==> src/rtl/sec_sched_pkg.sv <==
// Shared definitions for the security-domain scheduler: FSM states, the low domain id, and the round-robin successor.
// Latency: n/a (types and pure functions only).
// Backpressure: n/a.
package sec_sched_pkg;

    typedef enum logic {
        RUN   = 1'b0,
        SCRUB = 1'b1
    } state_t;

    localparam int LOW_DOM = 0;

    // Round-robin successor; wrapping back to the low domain is signalled by returning LOW_DOM.
    function automatic int next_dom(input int cur_dom, input int num_dom);
        return (cur_dom + 1 >= num_dom) ? LOW_DOM : cur_dom + 1;
    endfunction

endpackage

==> src/rtl/quantum_timer.sv <==
// Free-running modulo-LIMIT counter with hold (pause) and synchronous clear; flags the last count.
// Latency: terminal is combinational on the current count; the wrap to 0 happens on the following edge.
// Backpressure: pause holds the count and suppresses terminal; clear forces 0 and suppresses terminal.
module quantum_timer #(
    parameter int LIMIT = 10,
    parameter int CNT_W = 4
) (
    input  logic             clk,
    input  logic             reset,
    input  logic             pause,
    input  logic             clear,
    output logic [CNT_W-1:0] cnt,
    output logic             terminal
);

    assign terminal = !pause && !clear && (cnt == CNT_W'(LIMIT - 1));

    // Count up while running, wrapping at LIMIT-1; clear and reset both park the count at zero.
    always_ff @(posedge clk) begin
        if (reset || clear) begin
            cnt <= '0;
        end else if (terminal) begin
            cnt <= '0;
        end else if (!pause) begin
            cnt <= cnt + CNT_W'(1);
        end
    end

endmodule

==> src/rtl/sec_mode_scheduler.sv <==
// Time-multiplexes NUM_DOM security domains on one shared register; domain 0 is L, the rest H, with a scrub before re-entering L.
// Latency: domain change and switch_pulse appear one cycle after the terminal-count cycle; wr_ack/wr_err one cycle after the write.
// Backpressure: none; rejected writes are dropped and flagged via wr_err, pause only freezes the quantum count in RUN.
module sec_mode_scheduler
    import sec_sched_pkg::*;
#(
    parameter int NUM_DOM   = 3,
    parameter int DOM_W     = 2,
    parameter int QUANTUM   = 10,
    parameter int CNT_W     = 4,
    parameter int DATA_W    = 8,
    parameter int SCRUB_CYC = 2
) (
    input  logic              clk,
    input  logic              reset,
    input  logic              pause,
    input  logic              wr_en,
    input  logic [DOM_W-1:0]  wr_dom,
    input  logic [DATA_W-1:0] wr_data,
    output logic [DOM_W-1:0]  dom,
    output logic              is_high,
    output logic              scrubbing,
    output logic              switch_pulse,
    output logic              wr_ack,
    output logic              wr_err,
    output logic [DATA_W-1:0] rd_data
);

    localparam int SCRUB_W = (SCRUB_CYC > 1) ? $clog2(SCRUB_CYC) : 1;

    state_t             state;
    logic [DATA_W-1:0]  shared;
    logic [CNT_W-1:0]   q_cnt;
    logic               q_term;
    logic [SCRUB_W-1:0] s_cnt;
    logic               s_term;
    logic               wr_ok;
    logic [DOM_W-1:0]   nxt;

    // Write permission depends only on control state, never on data, so ack/err carry no H information.
    assign wr_ok = (state == RUN) && (wr_dom == dom);
    assign nxt   = DOM_W'(next_dom(int'(dom), NUM_DOM));

    // Quantum count is held at zero while scrubbing so the L domain starts a fresh quantum.
    quantum_timer #(
        .LIMIT (QUANTUM),
        .CNT_W (CNT_W)
    ) u_quantum (
        .clk      (clk),
        .reset    (reset),
        .pause    (pause),
        .clear    (state == SCRUB),
        .cnt      (q_cnt),
        .terminal (q_term)
    );

    // Scrub length counter only runs in SCRUB and ignores pause.
    quantum_timer #(
        .LIMIT (SCRUB_CYC),
        .CNT_W (SCRUB_W)
    ) u_scrub (
        .clk      (clk),
        .reset    (reset),
        .pause    (1'b0),
        .clear    (state == RUN),
        .cnt      (s_cnt),
        .terminal (s_term)
    );

    // Mode FSM: round-robin rotation in RUN, H->L wrap only through SCRUB, shared-register writes and their status.
    always_ff @(posedge clk) begin
        if (reset) begin
            state        <= RUN;
            dom          <= '0;
            shared       <= '0;
            switch_pulse <= 1'b0;
            wr_ack       <= 1'b0;
            wr_err       <= 1'b0;
        end else begin
            switch_pulse <= 1'b0;
            wr_ack       <= wr_en && wr_ok;
            wr_err       <= wr_en && !wr_ok;
            case (state)
                RUN: begin
                    if (wr_en && wr_ok) begin
                        shared <= wr_data;
                    end
                    if (q_term) begin
                        if (nxt != '0) begin
                            dom          <= nxt;
                            switch_pulse <= 1'b1;
                        end else begin
                            state <= SCRUB;
                        end
                    end
                end
                SCRUB: begin
                    shared <= '0;
                    if (s_term) begin
                        state        <= RUN;
                        dom          <= DOM_W'(LOW_DOM);
                        switch_pulse <= 1'b1;
                    end
                end
                default: state <= RUN;
            endcase
        end
    end

    assign is_high   = (dom != '0);
    assign scrubbing = (state == SCRUB);
    assign rd_data   = (state == RUN) ? shared : '0;

    // Counters never run past their limits.
    assert property (@(posedge clk) disable iff (reset) q_cnt <= CNT_W'(QUANTUM - 1));
    assert property (@(posedge clk) disable iff (reset) s_cnt <= SCRUB_W'(SCRUB_CYC - 1));

endmodule

==> config.mk <==
export PLATFORM = sky130hd
export DESIGN_NAME = sec_mode_scheduler
export DESIGN_NICKNAME = d
export VERILOG_FILES = /design/src/rtl/sec_sched_pkg.sv /design/src/rtl/quantum_timer.sv /design/src/rtl/sec_mode_scheduler.sv
export SDC_FILE = /design/constraint.sdc
export NUM_CORES = 1
export LEC_CHECK = 0
export CORE_MARGIN = 3
export CORE_UTILIZATION = 46
export CTS_BUF_LIST = sky130_fd_sc_hd__clkbuf_2
export DETAILED_ROUTE_END_ITERATION = 12
export PLACE_DENSITY = 0.8
export SLEW_MARGIN = 5
export SYNTH_ARGS = -nofsm -noshare
export SYNTH_HDL_FRONTEND = slang
export SYNTH_SLANG_ARGS = --single-unit
==> constraint.sdc <==
create_clock -name clk -period 1.4 [get_ports clk]
set_clock_uncertainty 0.05 [all_clocks]
set_input_delay 0.14 -clock clk [delete_from_list [all_inputs] [get_ports clk]]
set_output_delay 0.14 -clock clk [all_outputs]
set_load 0.05 [all_outputs]
## Yosys cells after proc, flatten, opt, wreduce, memory -nomap -nowiden

Index checks and enable logic that the tools add are counted.

| word-level totals | value |
|---|---|
| bits in registers | 19 |
| input port bits | 14 |
| output and inout port bits | 15 |
| word-level logic and storage cells | 51 |

| cells by class | value |
|---|---|
| add/sub/neg operators | 3 |
| order comparisons | 1 |
| equality and inequality tests | 6 |
| muxes and demuxes | 16 |
| bitwise gates (word level) | 1 |
| reductions and logical operators | 16 |

Operators with widths:

| cell | count |
|---|---|
| 8-bit two-way mux | 2 |
| 8-bit one-hot mux with 2 select lines | 1 |
| 2-bit two-way mux | 4 |
| 1-bit logical AND | 6 |
| 1-bit two-way mux | 6 |
| 2-bit inequality test, second input constant | 3 |
| 4-bit by 1-bit adder with 4-bit output, second input constant | 1 |
| 4-bit == test, second input constant | 1 |
| 1-bit one-hot mux with 2 select lines | 2 |
| 2-bit one-hot mux with 2 select lines | 1 |
| 2-bit nonzero test | 2 |
| 2-bit OR reduction | 2 |
| 2-bit by 1-bit adder with 3-bit output, second input constant | 1 |
| 3-bit by 2-bit greater-or-equal comparator with 1-bit output, second input constant | 1 |
| 1-bit zero test | 3 |
| 3-bit AND reduction | 1 |
| 2-bit == test | 1 |
| 1-bit logical OR | 2 |
| 2-bit by 1-bit inequality test with 1-bit output, second input constant | 1 |
| 1-bit adder, second input constant | 1 |
| 1-bit NOT | 1 |

## Depth between registers and ports, before layout

| logic depth | value |
|---|---|
| word-level depth | 7 |
| mapped depth | 5 |
| depth with buffers taken out | 5 |

## Modules after synthesis

Synthesis repeated with hierarchy kept, for this count alone.

| second synthesis, totals | value |
|---|---|
| cells, all modules | 100 |
| area, all modules | 913.4 sq um |

By module, submodules not included:

| module | instances | cells an instance | area each (sq um) | seq. area each (sq um) |
|---|---|---|---|---|
| sec_mode_scheduler | 1 | 74 | 668.1 | 280.3 |
| quantum_timer (u_quantum) | 1 | 22 | 198.9 | 80.1 |
| quantum_timer (u_scrub) | 1 | 4 | 46.3 | 20.0 |

## Least setup slack after synthesis

Ideal clock, no wire load.

| timing path | value |
|---|---|
| kind | register -> register |
| start | reg state (netlist: scrubbing) |
| end | reg shared[0] |
| library setup time | 71 ps |
| data arrival time | 1815 ps |
| data required time | 1279 ps |
| setup slack | -535 ps |
| stages on the path, launching flop included | 5 |
| path buffers | 1 |
| period minus slack after synthesis | 1935 ps |
| cell sequence | dfxtp_1 > buf_2 > nor2b_1 > o31ai_1 > a21oi_1 |

| on the way | value |
|---|---|
| word-level cells in the longest chain between the ends | 4 |
| elaborated cells on any way between the ends | 5 |
| classes of those cells | eq/ne: 1; mux: 1; bitwise: 1; reduce/logical: 2 |

RTL lines:

| item | line | RTL |
|---|---|---|
| start, declared | sec_mode_scheduler.sv:31 | `state_t state;` |
| start signal, assigned | sec_mode_scheduler.sv:73 | `state <= RUN;` |
| start signal, assigned | sec_mode_scheduler.sv:93 | `state <= SCRUB;` |
| start signal, assigned | sec_mode_scheduler.sv:100 | `state <= RUN;` |
| 1-bit NOT | n/a |  |
| 1-bit logical AND | sec_mode_scheduler.sv:41 | `assign wr_ok = (state == RUN) && (wr_dom == dom);` |
| 1-bit logical AND | sec_mode_scheduler.sv:85 | `if (wr_en && wr_ok) begin` |
| 2-bit inequality test (no line) | n/a |  |
| end signal, assigned | sec_mode_scheduler.sv:86 | `shared <= wr_data;` |
| end, declared | sec_mode_scheduler.sv:32 | `logic [DATA_W-1:0] shared;` |

Parallel ways exist; a longest one is shown, timed or not.
A chain may end at the register's enable or synchronous reset.

## Final worst setup path

| timing path | value |
|---|---|
| start | reg u_quantum.cnt[1] |
| end | reg dom[1] |

| on the way | value |
|---|---|
| word-level cells in the longest chain between the ends | 4 |

RTL lines:

| item | line | RTL |
|---|---|---|
| start, declared | quantum_timer.sv:12 | `output logic [CNT_W-1:0] cnt,` |
| start signal, assigned | quantum_timer.sv:25 | `cnt <= cnt + CNT_W'(1);` |
| 4-bit == test | quantum_timer.sv:16 | `assign terminal = !pause && !clear && (cnt == CNT_W'(LIMIT - 1));` |
| 1-bit logical AND | quantum_timer.sv:16 |  |
| 2-bit inequality test (no line) | n/a |  |
| 3-bit AND reduction (no line) | n/a |  |
| end signal, assigned | sec_mode_scheduler.sv:90 | `dom <= nxt;` |
| end signal, assigned | sec_mode_scheduler.sv:101 | `dom <= DOM_W'(LOW_DOM);` |
| end, declared | sec_mode_scheduler.sv:20 | `output logic [DOM_W-1:0] dom,` |

Every way passes these cells.

==> reports/metrics.cfg <==
[die]
ios=29
die_h_um=49.9
rows=15
start_util=0.498
die-area_um2=2490
core_area_um2=1780
die_x_um=49.9

[setup_path]
path_class=flip-flop to flip-flop
r2r_start=u_quantum.cnt[1]
rr_endpoint=dom[1]
r2r_setup_slack_ns=0.007
cp.required_ns=1.60
end_kind=flip-flop
start_kind=flip-flop
r2r_cells=5
cp.arrival_ns=1.59
path_max_fanout=4

[cts]
clkSinkCount=19
tritoncts=done
clk_pin_slew_worst_paths_ns=0.19
clock_latency_ns=0.34
root_buffer=clkbuf_2
htree_levels=1
numCtsBuffers=3
cts_buffer_depth=2

[synth]
yosys.area_share.xor_xnor=0.0944
synth_seq_cells=19
synthAdderAreaFrac=0.0282
synth-compound-area-share=0.173
ys_warn_count=0
synthCells=95
synth_nets=111
ys_seq_area_frac=0.428
syn_area_um2=888
synth_area_per_cell_um2=9.35
synth_top_family_by_area=simple AND/OR/NAND/NOR gates
synthSimpleGateAreaFrac=0.239
muxShareOfSynthArea=0
synth.distinct_cells=28

[finish]
layout_commonest_cell=dfxtp_1
drive_gt1_frac=0.413
syn2layout_area_growth_pct=80.7
fin_area_um2=1610
fin_nets=155
diodes=0
final_core_util=0.900
layout_common_cells=15 x dfxtp_1, 14 x buf_12, 14 x buf_4, 13 x clkdlybuf4s50_1, 9 x a21oi_1

[power]
seqPwrFrac=0.527
clockPowerShare=0.243
combPwrFrac=0.230
switching_share=0.304
ir_drop_v=0.000638
power.static_leakage_nw=0.619
internal-power_uw=744
p_sw_uw=324
power.density_nw_per_um2=665

[placed_design]
placed_area_um2=1420
dpl.hpwl_mm=1.71
place_ws_ns=-0.242
portBuffers=28
gp_congestion=0.799

[route]
drt_first_pass_iters=4
routed_wl_mm=2.80
viasPerCell=5.63
routedWlPerCell_um=17.2
drc_errors=0
postRouteAntennaNets=0
drtIter0Drc=20
vias=917

[sta]
final_hold_viol_count=0
fmax_mhz=718
rsz0062_at_grt=true
setup_viol=0
relSlewSlack=0.725
whs_ns=0.284
final-max-slew-violation-count=0
tns_ns=0
setup_ws_ns=0.00682
fin_crit_sh=0.995
tightest_slew_ns=0.412
min_period_ns=1.39

[grt]
antenna_found_initial=0
grt_pass1_vias=869
track_usage=0.209
grt_max_degree=12
grt-ovfl-total=0
grt_first_pass_wirelength_mm=3.94

[worst_hold_path]
hp-class=input pin to flip-flop
min_to=shared[3]
whs_path_depth=3
min_from=wr_data[3]

[status]
status=finished, final reports clean

[run]
maxCapViolations=0

==> Yosys cell counts (all sizes together) <==
cell | count | area, um^2
nor2 | 8 | 30.0
nand4bb | 1 | 11.3
nor4 | 1 | 6.26
nor2b | 11 | 68.8
dfxtp | 19 | 380
a32oi | 1 | 8.76
nand2b | 1 | 6.26
nand4 | 8 | 50.1
buf | 4 | 17.5
o31ai | 9 | 67.6
a31o | 1 | 8.76
nand2 | 2 | 7.51
nand4b | 1 | 8.76
clkbuf | 1 | 3.75
xor2 | 4 | 50.1
and4bb | 1 | 12.5
ha | 2 | 25.0
a21boi | 1 | 7.51
a211oi | 1 | 7.51
inv | 3 | 11.3
xnor2 | 3 | 33.8
nor3 | 1 | 5.00
or2 | 1 | 6.26
a311oi | 1 | 8.76
a21oi | 9 | 45.0
==> routing by layer <==
layer,vias up,global-route usage,share of wire
met4,0,0.101,0.036
met3,9,0.0604,0.056
met5,-,0,0
li1,432,-,-
met2,34,0.344,0.50
met1,442,0.248,0.41
==> repair_timing <==
action,4_1_cts,5_1_grt
buffers inserted,3,5
resized for setup,3,15
endpoints found under the setup margin,13,19
cloned,0,0
hold buffers,0,0
==> metrics by stage <==
stage          total power, mW  std cells
3_5_place_dp             0.797        151
3_3_place_gp             0.790        151
4_1_cts                   1.04        158
2_1_floorplan            0.678         95
5_1_grt                   1.10        163
6_report                  1.07        163
==> flip-flops by register name (all words and copies together) (netlist names) <==
name,flops
shared,8
u_quantum.cnt,4
dom,2
scrubbing,1
switch_pulse,1
u_scrub.cnt,1
wr_ack,1
wr_err,1
==> power groups by stage <==
stage | Clock, mW | Combinational (mW) | Sequential [mW]
finish | 0.259 | 0.246 | 0.563
CTS | 0.255 | 0.223 | 0.561
detailed placement | 0 | 0.221 | 0.576
global placement | 0 | 0.214 | 0.576
global route | 0.275 | 0.257 | 0.565
floorplan | 0 | 0.0942 | 0.584
==> worst max-delay path by stage <==
stage / start / to / slack (ns) / depth (start not counted)
finish: u_quantum.cnt[1] / dom[1] / 0.007 / 5
global route: u_quantum.cnt[1] / dom[1] / -0.04 / 5
CTS: scrubbing / rd_data[7] / -0.01 / 3
detailed placement: wr_dom[0] / shared[7] / -0.24 / 4
global placement: wr_dom[0] / shared[7] / -0.15 / 4
floorplan: dom[1] / shared[5] / 0.01 / 4
==> critical path: stages (launching register included) <==
cell	delay, ns
dfxtp_2	0.39
inv_1	0.05
ha_1	0.20
and4bb_2	0.27
a32oi_1	0.26
nor2_1	0.07
==> cell families after synthesis <==
logic type | after synthesis
simple gates | 36
buf+inv | 8
xor+xnor | 7
compound gates | 23
flops | 19
fa+ha+maj | 2
==> cell type report <==
class	count	area [um^2]
clock buffer	3	15.0
timing repair buffer	44	549
tap	25	31.3
inverter	3	11.3
multi-input combinational	68	603
clock inverter	1	5.00
sequential	19	390
fill	75	178
Note: power is estimated with default switching activity, not from simulation.
